$ cat src/rtl/branch_predictor_if.sv
// Fetch-side prediction and EX-side resolution signals between the pipeline and the predictor.
interface branch_predictor_if;
    // Fetch-stage lookup
    logic [31:0] if_pc;
    logic        if_pred_taken;
    logic [31:0] if_pred_target;

    // Execute-stage resolution
    logic        ex_valid;
    logic        ex_branch;
    logic        ex_jump;
    logic        ex_stall;
    logic [31:0] ex_pc;
    logic [31:0] ex_target;
    logic        ex_cmp_result;
    logic        ex_pred_taken;
    logic [31:0] ex_pred_target;

    // Control back to the pipeline
    logic        redirect;
    logic [31:0] redirect_pc;
    logic        flush_if_id;
    logic        flush_id_ex;

    // Performance counters
    logic [31:0] mispredict_count;
    logic [31:0] branch_count;

    // Pipeline side
    modport master (
        output if_pc,
        output ex_valid, ex_branch, ex_jump, ex_stall, ex_pc, ex_target,
        output ex_cmp_result, ex_pred_taken, ex_pred_target,
        input  if_pred_taken, if_pred_target,
        input  redirect, redirect_pc, flush_if_id, flush_id_ex,
        input  mispredict_count, branch_count
    );

    // Predictor side
    modport slave (
        input  if_pc,
        input  ex_valid, ex_branch, ex_jump, ex_stall, ex_pc, ex_target,
        input  ex_cmp_result, ex_pred_taken, ex_pred_target,
        output if_pred_taken, if_pred_target,
        output redirect, redirect_pc, flush_if_id, flush_id_ex,
        output mispredict_count, branch_count
    );
endinterface

$ cat src/rtl/branch_predictor.sv
// Direct-mapped branch target table with 2-bit saturating counters. Predicts for the IF PC,
// resolves branches/jumps in EX, drives redirect and flushes on a mispredict, and counts
// resolved branches and mispredicts.
module branch_predictor #(
    parameter int unsigned ENTRIES = 16
) (
    input  logic         clk,
    input  logic         rst,
    branch_predictor_if.slave bus
);
    localparam int unsigned IDX  = $clog2(ENTRIES);
    localparam int unsigned TAGW = 32 - IDX - 2;

    typedef logic [IDX-1:0]  idx_t;
    typedef logic [TAGW-1:0] tag_t;

    // Table storage
    logic [ENTRIES-1:0] valid_q;
    tag_t               tag_q    [ENTRIES];
    logic [31:0]        target_q [ENTRIES];
    logic [ENTRIES-1:0] jmp_q;
    logic [1:0]         ctr_q    [ENTRIES];

    logic [31:0] mis_cnt_q, mis_cnt_d;
    logic [31:0] br_cnt_q, br_cnt_d;

    // Lookup fields
    idx_t if_idx, ex_idx;
    tag_t if_tag, ex_tag;
    logic if_hit, ex_hit;
    logic pred_taken;

    // Resolution
    logic        res;
    logic        actual;
    logic        mis;
    logic [31:0] fallthrough_pc;

    // Update of the entry addressed by ex_pc
    logic        upd_en;
    logic [31:0] upd_target;
    logic        upd_jmp;
    logic [1:0]  upd_ctr;

    // Word-offset bits of the fetch PC never index or tag the table
    logic unused_if_pc_lsb;
    assign unused_if_pc_lsb = ^bus.if_pc[1:0];

    assign if_idx = bus.if_pc[IDX+1:2];
    assign if_tag = bus.if_pc[31:IDX+2];
    assign ex_idx = bus.ex_pc[IDX+1:2];
    assign ex_tag = bus.ex_pc[31:IDX+2];

    // Fetch-side prediction; reads the pre-update table, so a same-cycle EX write is not seen
    always_comb begin
        if_hit     = valid_q[if_idx] && (tag_q[if_idx] == if_tag);
        pred_taken = if_hit && (jmp_q[if_idx] || ctr_q[if_idx][1]);
    end

    assign bus.if_pred_taken  = pred_taken;
    assign bus.if_pred_target = pred_taken ? target_q[if_idx] : 32'd0;

    // EX-side resolution and mispredict detection; reset masks the redirect path
    always_comb begin
        res    = bus.ex_valid && !bus.ex_stall && (bus.ex_branch || bus.ex_jump);
        actual = bus.ex_jump || (bus.ex_branch && bus.ex_cmp_result);
        mis    = !rst && res &&
                 ((actual != bus.ex_pred_taken) ||
                  (actual && (bus.ex_pred_target != bus.ex_target)));
        fallthrough_pc = bus.ex_pc + 32'd4;
        ex_hit = valid_q[ex_idx] && (tag_q[ex_idx] == ex_tag);
    end

    assign bus.redirect    = mis;
    assign bus.flush_if_id = mis;
    assign bus.flush_id_ex = mis;
    assign bus.redirect_pc = !mis   ? 32'd0 :
                             actual ? bus.ex_target : fallthrough_pc;

    // Next-state of the entry at ex_idx: train on hit, allocate on taken miss
    always_comb begin
        upd_en     = 1'b0;
        upd_target = target_q[ex_idx];
        upd_jmp    = jmp_q[ex_idx];
        upd_ctr    = ctr_q[ex_idx];
        if (res) begin
            if (actual) begin
                upd_en     = 1'b1;
                upd_target = bus.ex_target;
                upd_jmp    = bus.ex_jump;
                if (ex_hit) begin
                    upd_ctr = (ctr_q[ex_idx] == 2'b11) ? 2'b11 : ctr_q[ex_idx] + 2'd1;
                end else begin
                    upd_ctr = 2'b10;
                end
            end else if (ex_hit) begin
                upd_en  = 1'b1;
                upd_ctr = (ctr_q[ex_idx] == 2'b00) ? 2'b00 : ctr_q[ex_idx] - 2'd1;
            end
        end
    end

    // Table write; async reset leaves every entry invalid and weakly not-taken
    always_ff @(posedge clk or posedge rst) begin
        if (rst) begin
            valid_q <= '0;
            jmp_q   <= '0;
            for (int i = 0; i < int'(ENTRIES); i++) begin
                tag_q[i]    <= '0;
                target_q[i] <= '0;
                ctr_q[i]    <= 2'b01;
            end
        end else if (upd_en) begin
            valid_q[ex_idx]  <= 1'b1;
            tag_q[ex_idx]    <= ex_tag;
            target_q[ex_idx] <= upd_target;
            jmp_q[ex_idx]    <= upd_jmp;
            ctr_q[ex_idx]    <= upd_ctr;
        end
    end

    // Performance counter next-state; both wrap naturally at 2^32
    always_comb begin
        br_cnt_d  = br_cnt_q;
        mis_cnt_d = mis_cnt_q;
        if (res) begin
            br_cnt_d = br_cnt_q + 32'd1;
        end
        if (mis) begin
            mis_cnt_d = mis_cnt_q + 32'd1;
        end
    end

    // Performance counter registers
    always_ff @(posedge clk or posedge rst) begin
        if (rst) begin
            br_cnt_q  <= '0;
            mis_cnt_q <= '0;
        end else begin
            br_cnt_q  <= br_cnt_d;
            mis_cnt_q <= mis_cnt_d;
        end
    end

    assign bus.branch_count     = br_cnt_q;
    assign bus.mispredict_count = mis_cnt_q;

endmodule

$ cat src/flat_wrapper.sv
// flat-port wrapper written by rule: the top's interface ports become plain ports
module branch_predictor_flat 
#(
    parameter int unsigned ENTRIES = 16
)
  (clk, rst, bus_if_pc, bus_ex_valid, bus_ex_branch, bus_ex_jump, bus_ex_stall, bus_ex_pc, bus_ex_target, bus_ex_cmp_result, bus_ex_pred_taken, bus_ex_pred_target, bus_if_pred_taken, bus_if_pred_target, bus_redirect, bus_redirect_pc, bus_flush_if_id, bus_flush_id_ex, bus_mispredict_count, bus_branch_count);
  branch_predictor_if bus_i ();
  input  logic clk;
  input  logic rst;
  input wire logic [$bits(bus_i.if_pc)-1:0] bus_if_pc;
  input wire logic [$bits(bus_i.ex_valid)-1:0] bus_ex_valid;
  input wire logic [$bits(bus_i.ex_branch)-1:0] bus_ex_branch;
  input wire logic [$bits(bus_i.ex_jump)-1:0] bus_ex_jump;
  input wire logic [$bits(bus_i.ex_stall)-1:0] bus_ex_stall;
  input wire logic [$bits(bus_i.ex_pc)-1:0] bus_ex_pc;
  input wire logic [$bits(bus_i.ex_target)-1:0] bus_ex_target;
  input wire logic [$bits(bus_i.ex_cmp_result)-1:0] bus_ex_cmp_result;
  input wire logic [$bits(bus_i.ex_pred_taken)-1:0] bus_ex_pred_taken;
  input wire logic [$bits(bus_i.ex_pred_target)-1:0] bus_ex_pred_target;
  output wire logic [$bits(bus_i.if_pred_taken)-1:0] bus_if_pred_taken;
  output wire logic [$bits(bus_i.if_pred_target)-1:0] bus_if_pred_target;
  output wire logic [$bits(bus_i.redirect)-1:0] bus_redirect;
  output wire logic [$bits(bus_i.redirect_pc)-1:0] bus_redirect_pc;
  output wire logic [$bits(bus_i.flush_if_id)-1:0] bus_flush_if_id;
  output wire logic [$bits(bus_i.flush_id_ex)-1:0] bus_flush_id_ex;
  output wire logic [$bits(bus_i.mispredict_count)-1:0] bus_mispredict_count;
  output wire logic [$bits(bus_i.branch_count)-1:0] bus_branch_count;
  assign bus_i.if_pc = bus_if_pc;
  assign bus_i.ex_valid = bus_ex_valid;
  assign bus_i.ex_branch = bus_ex_branch;
  assign bus_i.ex_jump = bus_ex_jump;
  assign bus_i.ex_stall = bus_ex_stall;
  assign bus_i.ex_pc = bus_ex_pc;
  assign bus_i.ex_target = bus_ex_target;
  assign bus_i.ex_cmp_result = bus_ex_cmp_result;
  assign bus_i.ex_pred_taken = bus_ex_pred_taken;
  assign bus_i.ex_pred_target = bus_ex_pred_target;
  assign bus_if_pred_taken = bus_i.if_pred_taken;
  assign bus_if_pred_target = bus_i.if_pred_target;
  assign bus_redirect = bus_i.redirect;
  assign bus_redirect_pc = bus_i.redirect_pc;
  assign bus_flush_if_id = bus_i.flush_if_id;
  assign bus_flush_id_ex = bus_i.flush_id_ex;
  assign bus_mispredict_count = bus_i.mispredict_count;
  assign bus_branch_count = bus_i.branch_count;
  branch_predictor #(.ENTRIES(ENTRIES)) u_core (.clk(clk), .rst(rst), .bus(bus_i));
endmodule
$ cat config.mk
export PLATFORM = sky130hd
export DESIGN_NAME = branch_predictor_flat
export DESIGN_NICKNAME = d
export VERILOG_FILES = /design/src/rtl/branch_predictor_if.sv /design/src/rtl/branch_predictor.sv /design/src/flat_wrapper.sv
export SDC_FILE = /design/constraint.sdc
export NUM_CORES = 2
export LEC_CHECK = 0
export CAP_MARGIN = 20
export CORE_UTILIZATION = 66
export CTS_CLUSTER_DIAMETER = 50
export CTS_CLUSTER_SIZE = 20
export DETAILED_ROUTE_END_ITERATION = 8
export MAX_ROUTING_LAYER = met4
export PLACE_DENSITY = 0.84
export SYNTH_ARGS = -nofsm -noshare
export SYNTH_HDL_FRONTEND = slang
export SYNTH_SLANG_ARGS = --single-unit
$ cat constraint.sdc
create_clock -name clk -period 112.4 [get_ports clk]
set_clock_uncertainty 0.15 [all_clocks]
set_input_delay 16.86 -clock clk [delete_from_list [all_inputs] [get_ports clk]]
set_output_delay 16.86 -clock clk [all_outputs]
set_load 0.02 [all_outputs]
==> key figures <==
Outcome
  – Outcome: completed

Synth
  – Post-synthesis net count: 4086
  – Complex-gate fraction of the synthesized area: 3.026%
  – Seq/Total Area, Yosys: 44.11%
  – Combinational family with the most area after synthesis: multiplexers
  – Post-Syn Area: approximately 60000 sq um
  – Post-synth ARST share: 100.0%
  – Mapped Cells: 3944
  – Post-synthesis register bit count: 1056
  – Synth Area in Adders: 0.1252%
  – Post-Synth Simple-Gate Area: 4.015%
  – Synth Warn #: 0
  – Mux contribution to synthesized area: 42.47%
  – Post-synthesis xor/xnor area fraction: 2.308%
  – Top_reg_cell synth: dfrtp_1
  – Post-synth EDFFs: 0
  – Distinct cell type count after synthesis: 76
  – Synthesized area per cell: 15.20 sq um

Critical path
  – Max FO, Critical Path: 55
  – CP Capture Type: output pin
  – Critical Path Max Stage Delay: 0.89 ns
  – Slowest CP cell: buf_4
  – Top cell family by delay on the critical path: buffers and inverters
  – Startpoint Class: input port
  – Worst r2r src: u_core.tag_q[322]$_DFFE_PP0P_
  – CP Class: in2out
  – Worst EP arrival: 22.67 ns
  – Launch point of the worst path: bus_if_pc[2]
  – Worst Path Buf+Inv: 5
  – Req. time, crit path: 95.39 ns
  – Crit path cell chain: buf_8 > buf_4 > buf_4 > mux4_2 > mux4_2 > xor2_1 > nor4_1 > nand4_1 > buf_4 > nor2b_1 > clkdlybuf4s50_1
  – Top cell by count, worst path: buf_4

STA
  – Relative slew slack: around a fifth
  – RSZ-0062 raised after global routing: false
  – Final Hold Viols: 0
  – Tcrit/Tclk final: a little over a third
  – Worst Setup Slack, final: 72.72 ns
  – Setup Viol. Count Final: 0
  – Hold Slack: ~0.32 ns
  – Final min period: 39.68 ns
  – Setup TNS: 0 ns
  – Worst slew pin tran: about 1.2 ns
  – Fmax achieved: ~0.025 GHz
  – Max Slew Vio Count: 0

Clocking
  – Hold_buf cts: 0
  – Post-cts sizing count: 0
  – CTS tree: done
  – Clock root buffer: clkbuf_16
  – Max Buffers Root-to-Sink: 3
  – CTS H-tree lvls: 3
  – Post-CTS Setup Bufs: 0
  – TritonCTS buffer count: around 110
  – Clk pin slew, worst setup/hold paths: 0.08 ns
  – # clock sinks: about 1100
  – Clock latency at the later pin of the worst-skew pair: about 0.7 ns

GRT
  – Vias in the first global route: 39555
  – Grt met3 use: 11.53%
  – Largest net degree at the start of global routing: 150
  – Grt total ovfl: 0
  – GRT Max-Usage Layer: met2
  – Routing usage on met2: 58.48%
  – Initial antenna violation count: 10
  – Global-route wire length before repair: ~260000 um
  – All-Layer GR Usage: approximately 40%
  – Met1 GRT Util: 52.62%

Run
  – Max-cap violations: 0

Power
  – PD cells: 15.42 nW/um^2
  – Peak supply drop: ~0.013 mV
  – Leakage: a little over 30 nW
  – Total Power: around 1.0 mW

Detailed routing
  – Post-route ant nets: 0
  – Total wire length: around 170000 um
  – DR iter-0 viols: 4493
  – DR vias/cell: approximately 7.2
  – # DRC: 0
  – Wire per inst: 32.72 um
  – Drt pass-1 iters: 6
  – Vias: 38620

Placement
  – Placed inst area: 62770 sq um
  – IO Port Bufs: 265
  – DP Cell Count: 5106
  – GPL Wtd Cong: 0.9976
  – Post-detail-place hpwl: 105300 um
  – Pre-CTS setup slack: just over 70 ns

Layout
  – Layout cells sized above 1: 44.62%
  – Commonest non-fill, non-tap cell in the layout: dfrtp_1
  – Commonest non-fill, non-tap cells in the layout: dfrtp_1 (1040), mux4_2 (536), mux2_2 (487)
  – Nets: 4192
  – Fill cells: 5358
  – Cell area after layout: 66930 sq um
  – Non-filler cells, final: 5331
  – Final core utilization: 74.36%
  – Area grow syn2layout: 11.63%

Worst hold path
  – HP Start: u_core.ctr_q[12]$_DFFE_PP1P_
  – Worst Hold Class: reg2reg

Floorplanning
  – Initial Util: 66.61%
  – Total I/O pin count: 268
  – Core area: 90010 sq um
  – Height of the die: 303.4 um
  – Num rows: 110
  – Die Width: 303.4 um
  – Die area: 92060 sq um
## tightest hold or removal path, stage by stage (launching register included)
cell and delay, ns:
dfstp_2 0.38, inv_1 0.04, o2bb2ai_1 0.05
## flip-flops by register name (all words and copies together) (netlist names)
name,cells
u_core.bus.mispredict_count,32
u_core.jmp_q,16
u_core.valid_q,16
u_core.bus.branch_count,32
u_core.tag_q,416
u_core.ctr_q,32
u_core.target_q,512
## power breakdown
part	switching, mW	internal, mW
Sequential	0.0330	0.419
Combinational	0.0810	0.0962
Clock	0.181	0.221
Total	0.295	0.737
## cells in the mapped netlist (8+ instances only)
master | number | area share [%]
a211oi_1 | 30 | 0.38
a21oi_1 | 30 | 0.25
a22o_1 | 20 | 0.29
a22oi_1 | 22 | 0.28
and2_1 | 17 | 0.18
and3_1 | 23 | 0.24
and4_1 | 8 | 0.12
buf_1 | 37 | 0.23
buf_2 | 38 | 0.32
buf_4 | 53 | 0.66
buf_6 | 56 | 1.1
clkbuf_1 | 177 | 1.1
dfrtp_1 | 1040 | 43
dfstp_2 | 16 | 0.70
inv_1 | 56 | 0.35
mux2_2 | 487 | 9.1
mux2_4 | 463 | 12
mux2i_1 | 72 | 1.2
mux4_1 | 9 | 0.39
mux4_2 | 536 | 20
nand2_1 | 181 | 1.1
nand2b_1 | 17 | 0.18
nand3_1 | 40 | 0.33
nand4_1 | 29 | 0.30
nor2_1 | 67 | 0.42
nor2b_1 | 40 | 0.42
nor3_1 | 24 | 0.20
nor4_1 | 15 | 0.16
o211ai_1 | 13 | 0.16
o21a_1 | 10 | 0.13
o21ai_0 | 34 | 0.28
o21ai_4 | 8 | 0.22
o2bb2ai_1 | 14 | 0.20
or2_2 | 12 | 0.13
xnor2_1 | 126 | 1.8
xor2_1 | 32 | 0.47
## layout make-up
class                      count  area [sq um]  share of cell area, %
inverter                      58         227.7                 0.3402
timing repair buffer         362          3447                  5.150
multi-input combinational   2461         31240                  46.68
antenna                        9         22.52                0.03365
clock buffer                 122          2923                  4.367
clock inverter                87          1151                  1.720
sequential                  1056         26450                  39.51
tap                         1176          1471                  2.198
## logic make-up after synthesis
logic type,count (synthesis)
XOR/XNOR,158
multiplexers,1567
flip-flops,1056
AND/OR/NAND/NOR,489
AO/OA/AOI/OAI,241
buffers and inverters,427
adder cells (fa/ha/maj),6
## final timing paths
path | end | slack (ns) | cells past startpoint
hold reg to reg | u_core.ctr_q[12]$_DFFE_PP1P_ | 0.32 | 2
setup reg to reg | u_core.tag_q[75]$_DFFE_PP0P_ | 106.70 | 11
hold / removal | u_core.ctr_q[12]$_DFFE_PP1P_ | 0.32 | 2
min in group asynchronous | u_core.bus.branch_count[10]$_DFFE_PP0P_ | 16.47 | 2
setup / recovery | bus_if_pred_target[31] | 72.72 | 11
max in group asynchronous | u_core.target_q[406]$_DFFE_PP0P_ | 91.85 | 6
## per-layer routing
metal | vias to the layer above | share of wire (%) | wire length [um]
met2 | 2450 | 46 | 80560
met3 | 488 | 12 | 20560
met5 | - | 0 | 0
met1 | 20447 | 37 | 65230
li1 | 15235 | - | -
met4 | 0 | 4.6 | 8066
(Power assumes the default switching activity.)
